[config.mk]
export PLATFORM = sky130hd
export DESIGN_NAME = pulse_window_ctrl
export DESIGN_NICKNAME = d
export VERILOG_FILES = /design/src/rtl/pulse_window_ctrl.sv
export SDC_FILE = /design/constraint.sdc
export NUM_CORES = 1
export LEC_CHECK = 0
export ABC_AREA = 1
export BUFFER_PORTS_ARGS = -buffer_cell sky130_fd_sc_hd__buf_2
export CORE_ASPECT_RATIO = 0.8
export CORE_UTILIZATION = 25
export DETAILED_ROUTE_END_ITERATION = 10
export GPL_ROUTABILITY_DRIVEN = 0
export GPL_TIMING_DRIVEN = 0
export HOLD_SLACK_MARGIN = 0.08
export PLACE_DENSITY_LB_ADDON = 0.15
export SLEW_MARGIN = 20
export SYNTH_ARGS = -nofsm -noshare
export SYNTH_HDL_FRONTEND = slang
export SYNTH_SLANG_ARGS = --single-unit
[constraint.sdc]
create_clock -name clk -period 3 [get_ports clk]
set_input_delay 0.75 -clock clk [delete_from_list [all_inputs] [get_ports clk]]
set_output_delay 0.75 -clock clk [all_outputs]
set_load 0.05 [all_outputs]
[src/rtl/pulse_window_ctrl.sv]
// Run controller: counts y_i pulses between consecutive x_i strobes and
// reports match/miss/timeout per window, with run sequencing under register control.
//
// state | meaning
// IDLE  | waiting for start_i, config latched on accept
// ARM   | run active, waiting for the x_i that opens a window
// COUNT | window open, counting y_i and running the timeout timer
module pulse_window_ctrl #(
  parameter int CNT_W  = 4,
  parameter int TMO_W  = 8,
  parameter int NWIN_W = 4
) (
  input  logic              clk,
  input  logic              reset,
  input  logic              start_i,
  input  logic              stop_i,
  input  logic [CNT_W-1:0]  cfg_min_i,
  input  logic [CNT_W-1:0]  cfg_max_i,
  input  logic [TMO_W-1:0]  cfg_tmo_i,
  input  logic [NWIN_W-1:0] cfg_nwin_i,
  input  logic              x_i,
  input  logic              y_i,
  output logic              busy_o,
  output logic              match_o,
  output logic              miss_o,
  output logic              timeout_o,
  output logic              done_o,
  output logic [NWIN_W-1:0] match_cnt_o
);

  typedef enum logic [1:0] {IDLE, ARM, COUNT} state_t;

  localparam logic [CNT_W-1:0]  CNT_MAX  = {CNT_W{1'b1}};
  localparam logic [NWIN_W-1:0] NWIN_MAX = {NWIN_W{1'b1}};

  state_t            state;
  logic [CNT_W-1:0]  min_q;
  logic [CNT_W-1:0]  max_q;
  logic [TMO_W-1:0]  tmo_q;
  logic [NWIN_W-1:0] nwin_q;
  logic [CNT_W-1:0]  ycnt;
  logic [TMO_W-1:0]  tmr;
  logic [NWIN_W-1:0] win_cnt;

  logic              in_range;
  logic [NWIN_W-1:0] win_nxt;
  logic              last_win;
  logic              tmo_hit;

  // tmr is a down-counter loaded with tmo-1 when a window opens; terminal count 0
  // is equivalent to an up-counter reaching tmo-1.
  assign in_range = (ycnt >= min_q) && (ycnt <= max_q);
  assign win_nxt  = win_cnt + NWIN_W'(1);
  assign last_win = (nwin_q != '0) && (win_nxt == nwin_q);
  assign tmo_hit  = (tmo_q != '0) && (tmr == '0);

  always_ff @(posedge clk) begin
    if (reset) begin
      state       <= IDLE;
      min_q       <= '0;
      max_q       <= '0;
      tmo_q       <= '0;
      nwin_q      <= '0;
      ycnt        <= '0;
      tmr         <= '0;
      win_cnt     <= '0;
      busy_o      <= 1'b0;
      match_o     <= 1'b0;
      miss_o      <= 1'b0;
      timeout_o   <= 1'b0;
      done_o      <= 1'b0;
      match_cnt_o <= '0;
    end else begin
      match_o   <= 1'b0;
      miss_o    <= 1'b0;
      timeout_o <= 1'b0;
      done_o    <= 1'b0;
      case (state)
        IDLE: begin
          if (start_i) begin
            min_q       <= cfg_min_i;
            max_q       <= cfg_max_i;
            tmo_q       <= cfg_tmo_i;
            nwin_q      <= cfg_nwin_i;
            match_cnt_o <= '0;
            win_cnt     <= '0;
            busy_o      <= 1'b1;
            state       <= ARM;
          end
        end
        ARM: begin
          if (stop_i) begin
            done_o <= 1'b1;
            busy_o <= 1'b0;
            state  <= IDLE;
          end else if (x_i) begin
            ycnt  <= '0;
            tmr   <= tmo_q - TMO_W'(1);
            state <= COUNT;
          end
        end
        COUNT: begin
          if (stop_i) begin
            done_o <= 1'b1;
            busy_o <= 1'b0;
            state  <= IDLE;
          end else if (x_i) begin
            match_o <= in_range;
            miss_o  <= !in_range;
            if (in_range && (match_cnt_o != NWIN_MAX))
              match_cnt_o <= match_cnt_o + NWIN_W'(1);
            win_cnt <= win_nxt;
            if (last_win) begin
              done_o <= 1'b1;
              busy_o <= 1'b0;
              state  <= IDLE;
            end else begin
              // a y coincident with the closing x belongs to the next window
              ycnt <= y_i ? CNT_W'(1) : '0;
              tmr  <= tmo_q - TMO_W'(1);
            end
          end else if (tmo_hit) begin
            timeout_o <= 1'b1;
            state     <= ARM;
          end else begin
            tmr <= tmr - TMO_W'(1);
            if (y_i && (ycnt != CNT_MAX))
              ycnt <= ycnt + CNT_W'(1);
          end
        end
        default: state <= IDLE;
      endcase
    end
  end

endmodule

==> flow_metrics.env, run 1 <==
export IMPL_status="finished clean"
export IMPL_die_w_um=119
export IMPL_layout_commonest_cell="nand2_1"
export IMPL_cts_repair_resized=0
export IMPL_worst_path_buf_inv=1
export IMPL_clk_latency_ns=0.29
export IMPL_whs_path_depth=2
export IMPL_clk_pin_slew_ns=0.07
export IMPL_synthesis_area_sq_um=2750
export IMPL_worst_setup_path_start_kind="flop"
export IMPL_utilization_pct=30.9
export IMPL_port_buffers=33
export IMPL_grt_overflow_total=0
export IMPL_crit_top_cell="nand2_1"
export IMPL_die_h_um=95.9
export IMPL_cts_buffers_inserted=5
export IMPL_max_slew_margin_rel_pct=62.0
export IMPL_ys_types=33
export IMPL_synth_top_area_share_pct=34.2
export IMPL_initial_core_util_pct=26.3
export IMPL_clockRootBuffer="clkbuf_16"
export IMPL_cap_viol_max_count=0
export IMPL_antenna_found_initial=0
export IMPL_skew_ns=0.00500
export IMPL_ant_nets=0
export IMPL_yosysSeqAreaShare_pct=34.2
export IMPL_setup_viol=0
export IMPL_p_leak_nw=1.51
export IMPL_hold_class="flop to flop"
export IMPL_slowest_stage="dfxtp_1"
export IMPL_crit_cells=12
export IMPL_grt_first_pass_wirelength_um=11800
export IMPL_finalHoldViolCount=0
export IMPL_vias_per_cell=4.44
export IMPL_synthCells=409
export IMPL_io_pins=35
export IMPL_powerDensity_nw_per_um2=580
export IMPL_synthTopCellsByArea="dfxtp_1 (34%), nand2_1 (11%), ha_1 (9.1%)"
export IMPL_fin_setup_tns_ns=0
export IMPL_end_kind="flop"
export IMPL_irDropWorstVdd_uv=224
export IMPL_place_area_sq_um=3090
export IMPL_fin_area_sq_um=3240
export IMPL_cts_tree="built"
export IMPL_synth_warnings=0
export IMPL_synth_nets=455
export IMPL_synth_largest_area_cell="dfxtp_1"
export IMPL_grt_max_degree=15
export IMPL_first_pass_iters=4
export IMPL_drc_errors=0
export IMPL_hpwl_um=5450
export IMPL_final_cell_mix="nand2_1 (83), inv_1 (58), dfxtp_1 (47)"
export IMPL_drt_total_wl_um=6990
export IMPL_postCtsHoldBufs=0
export IMPL_rsz0062_at_grt="no"
export IMPL_reg2reg_depth=12
export IMPL_crit_chain="ha_1, nand2_1, nand2_1, nor2_1, nand2_1, nor2_2, nand3_2, nand2_2, buf_6, nand2_1, nand2_1, nor2_1"
export IMPL_whs_ns=0.469
export IMPL_tightest_slew_ns=0.570
export IMPL_min_period_ns=1.93
export IMPL_post_cts_buffers=0
export IMPL_cts_path_max_buffers=2
export IMPL_cpPeakStageDelay_ns=0.46
export IMPL_cts_sinks=47
export IMPL_finalMaxSlewViolations=0
export IMPL_required_ns=3.19
export IMPL_cp_arrival_ns=2.12
export IMPL_min_period_over_period_pct=64.3
export IMPL_htreeDepth=2
export IMPL_path_class="flop to flop"
export IMPL_vias=2619
export IMPL_grt_pass1_vias=2452
export IMPL_syn_to_final_growth_pct=17.5
export IMPL_fmax_ghz=0.518
export IMPL_power_mw=1.88
export IMPL_crit_family="simple AND/OR/NAND/NOR gates"
export IMPL_die_area_sq_um=11400
export IMPL_final_nets=495
export IMPL_grt_usage_pct=13.1
export IMPL_drive_gt1_share_pct=12.7
export IMPL_antenna_cells=0
export IMPL_coreArea_sq_um=10500
export IMPL_syn_avg_cell_area_sq_um=6.73
export IMPL_worstPathMaxFanout=10
export IMPL_ys_ff_latch=47
export IMPL_rows=33
export IMPL_drtIter0Drc=135
export IMPL_routedWlPerCell_um=11.9
==> cell families (layout without fill, tap and decap cells) <==
group	Yosys count	in the layout	share of synthesized area, %
mux	1	1	0.363
fa+ha+maj	20	20	9.09
flops	47	47	34.2
compound gates	83	83	15.7
buf+inv	71	112	10.0
simple gates	182	182	29.1
xor+xnor	5	5	1.59
==> where the power goes <==
part           internal, mW  switching [mW]  leakage [nW]
logic                 0.204           0.376          1.06
clock network         0.308           0.247        0.0669
registers             0.691          0.0506         0.386
==> final cells by class <==
class,count,area [sq um]
clock buffer,6,129
buffer,9,43.8
inverter,62,233
clock inverter,2,12.5
sequential,47,941
tap,140,175
timing repair buffer,33,165
fill,1179,7250
multi-input combinational,291,1540
==> state kept, by name (all words and copies together), names as in the netlist, 2 cells and up <==
signal       count
min_q            4
nwin_q           4
win_cnt          4
tmr              8
state            2
match_cnt_o      4
tmo_q            8
max_q            4
ycnt             4
==> worst register-to-register path: cells and delay by family (launching register included) <==
family                     cells  cell delay [ns]
buffers and inverters          1             0.15
DFF                            1             0.46
adders and majority gates      1             0.30
and+or+nand+nor               10             0.92
==> synthesized netlist by cell type, drive strengths merged <==
| cell | number |
|---|---|
| a211oi | 2 |
| a21boi | 1 |
| a21o | 1 |
| a21oi | 37 |
| a22oi | 1 |
| and3 | 1 |
| buf | 3 |
| clkbuf | 6 |
| dfxtp | 47 |
| ha | 20 |
| inv | 62 |
| mux2i | 1 |
| nand2 | 85 |
| nand3 | 31 |
| nand3b | 1 |
| nand4 | 8 |
| nor2 | 50 |
| nor3 | 3 |
| nor3b | 1 |
| o21ai | 39 |
| o21bai | 1 |
| o22ai | 1 |
| or2 | 2 |
| xnor2 | 1 |
| xor2 | 4 |
==> through the flow <==
stage          instances  setup slack (ns)
3_3_place_gp         582             0.710
3_5_place_dp         582             0.733
2_1_floorplan        409              1.38
4_1_cts              590              1.01
6_report             590              1.07
5_1_grt              590             0.831
==> per-layer routing <==
metal  track usage (%)  vias to the layer above  share of wire, %
li1                  -                     1413                 -
met2              21.0                       46                42
met3              3.14                        7               4.1
met5                 0                        -                 0
met1              17.6                     1153                53
met4              3.75                        0               1.0
==> path summary, 6_finish.rpt <==
kind / startpoint / endpoint / slack, ns
worst min register to register: min_q[1] / min_q[1] / 0.47
worst max register to register: win_cnt[0] / tmr[5] / 1.07
worst min-delay path: min_q[1] / min_q[1] / 0.47
worst max-delay path: win_cnt[0] / tmr[5] / 1.07
Note: power is estimated with default switching activity, not from simulation.
==> run 2, diff against run 1 <==
==> constraint.sdc (replaced) <==
create_clock -name clk -period 1.9 [get_ports clk]
set_input_delay 0.475 -clock clk [delete_from_list [all_inputs] [get_ports clk]]
set_output_delay 0.475 -clock clk [all_outputs]
set_load 0.05 [all_outputs]
==> run 2 against run 1 <==
Flip-flop and latch count is the same. Clock power is 59% higher. Cell count up 0.85%. Combinational power rose by 63%. Sequential share of layout area is 0.71 points lower. Core utilization grew 0.98 points. Critical endpoint is now tmr[3].
==> flow_metrics.env, run 2 (same netlist as run 1, synthesis figures left out) <==
export IMPL_finalHoldViolCount=0
export IMPL_grt_usage_pct=13.1
export IMPL_use_met1_pct=17.6
export IMPL_final_nets=500
export IMPL_r2r_end="tmr[3]"
export IMPL_path_class="flop to flop"
export IMPL_hp_start="cfg_max_i[0]"
export IMPL_vias_per_cell=4.44
export IMPL_fin_cells=595
export IMPL_rsz0062_at_grt="yes"
export IMPL_max_slew_margin_rel_pct=62.5
export IMPL_hpwl_um=5450
export IMPL_cts_buffers_inserted=5
export IMPL_vias=2639
export IMPL_die_h_um=95.9
export IMPL_worst_setup_path_start_kind="flop"
export IMPL_hold_class="input pin to flop"
export IMPL_finalMaxSlewViolations=0
export IMPL_skew_ns=0.00542
export IMPL_reg2reg_depth=9
export IMPL_antenna_found_initial=0
export IMPL_cts_path_max_buffers=2
export IMPL_worstPathMaxFanout=10
export IMPL_ant_nets=0
export IMPL_place_area_sq_um=3090
export IMPL_routedWlPerCell_um=11.8
export IMPL_use_met2_pct=21.0
export IMPL_whs_path_depth=3
export IMPL_grt_busiest_layer="met2"
export IMPL_postCtsHoldBufs=0
export IMPL_met3_usage_pct=3.14
export IMPL_initial_core_util_pct=26.3
export IMPL_port_buffers=33
export IMPL_io_pins=35
export IMPL_cts_sinks=47
export IMPL_setup_viol=0
export IMPL_reg2reg_from="state[1]"
export IMPL_holdPathEnd="max_q[0]"
export IMPL_final_cell_mix="nand2_1 (81), inv_1 (56), nor2_1 (46)"
export IMPL_drt_total_wl_um=7040
export IMPL_powerDensity_nw_per_um2=897
export IMPL_clk_pin_slew_ns=0.07
export IMPL_drc_errors=0
export IMPL_fin_area_sq_um=3340
export IMPL_clockRootBuffer="clkbuf_16"
export IMPL_rows=33
export IMPL_grt_max_degree=15
export IMPL_end_kind="flop"
export IMPL_grt_overflow_total=0
export IMPL_drtIter0Drc=148
export IMPL_layout_commonest_cell="nand2_1"
export IMPL_p_leak_nw=1.54
export IMPL_r2r_setup_slack_ns=0.16
export IMPL_tightest_slew_ns=0.563
export IMPL_fmax_ghz=0.576
export IMPL_top_regs="tmo_q x8, tmr x8"
export IMPL_first_pass_iters=4
export IMPL_grt_first_pass_wirelength_um=11800
export IMPL_cts_tree="built"
export IMPL_cp_arrival_ns=1.92
export IMPL_dp_cells=582
export IMPL_status="finished clean"
export IMPL_antenna_cells=0
export IMPL_min_period_ns=1.74
export IMPL_drive_gt1_share_pct=15.6
export IMPL_grt_pass1_vias=2452
export IMPL_syn_to_final_growth_pct=21.2
export IMPL_irDropWorstVdd_uv=353
export IMPL_coreArea_sq_um=10500
export IMPL_die_w_um=119
export IMPL_cap_viol_max_count=0
export IMPL_clk_latency_ns=0.29
export IMPL_min_period_over_period_pct=91.4
export IMPL_required_ns=2.09
export IMPL_htreeDepth=2
export IMPL_die_area_sq_um=11400
==> run 2: stage by stage <==
stage          worst slack [ns]  setup TNS, ns  util (%)  power, mW  hold slack, ns
3_5_place_dp            -0.0917         -0.558      29.5       2.12           0.462
4_1_cts                  0.0115              0      30.9       3.02           0.444
5_1_grt                -0.00790        -0.0155      31.8       3.23           0.471
2_1_floorplan             0.283              0         -       1.87           0.435
3_3_place_gp             -0.115         -0.447      29.5       2.11           0.459
6_report                  0.162              0      31.8       3.00           0.444
==> run 2: timing repair <==
item / in CTS / in global routing
gates resized for setup: 1 / 13
endpoints found under the setup margin: 6 / 28
pin swaps: 0 / 7
buffers inserted: 0 / 4
cloned: 0 / 1
==> run 2: per-layer routing <==
| layer | routed length [um] | vias up | part of all wire [%] |
|---|---|---|---|
| met4 | 72 | 0 | 1.0 |
| met3 | 263 | 7 | 3.7 |
| met5 | 0 | - | 0 |
| met1 | 3770 | 1168 | 54 |
| met2 | 2930 | 40 | 42 |
| li1 | - | 1424 | - |
==> run 2: critical path, cell delays in order (launching register included) <==
cell and delay (ns):
dfxtp_1 0.41, ha_2 0.30, inv_2 0.10, nor2_4 0.17, buf_2 0.27, nand3_1 0.10
o21ai_0 0.08, nand3_1 0.09, nand2_1 0.06, a21oi_1 0.04
==> run 2: layout make-up <==
class	count	area, sq um
fillers	1170	7150
multi-input cells	291	1570
flip-flops and latches	47	947
inverters	62	233
repair buffers	38	220
well taps	140	175
clock buffers	6	129
plain buffers	9	47.5
clock inverters	2	12.5
==> run 2: worst max path at each step <==
stage	start	to	slack, ns
detailed placement	reset	nwin_q[3]	-0.09
CTS	win_cnt[0]	tmr[2]	0.01
floorplan	win_cnt[0]	tmr[5]	0.28
global placement	reset	nwin_q[3]	-0.12
finish	state[1]	tmr[3]	0.16
global route	state[1]	tmr[3]	-0.008
==> run 2: where the power goes <==
part / internal [mW] / total (mW) / switching [mW]
Combinational: 0.340 / 0.944 / 0.604
Sequential: 1.09 / 1.17 / 0.0801
Clock: 0.487 / 0.880 / 0.393
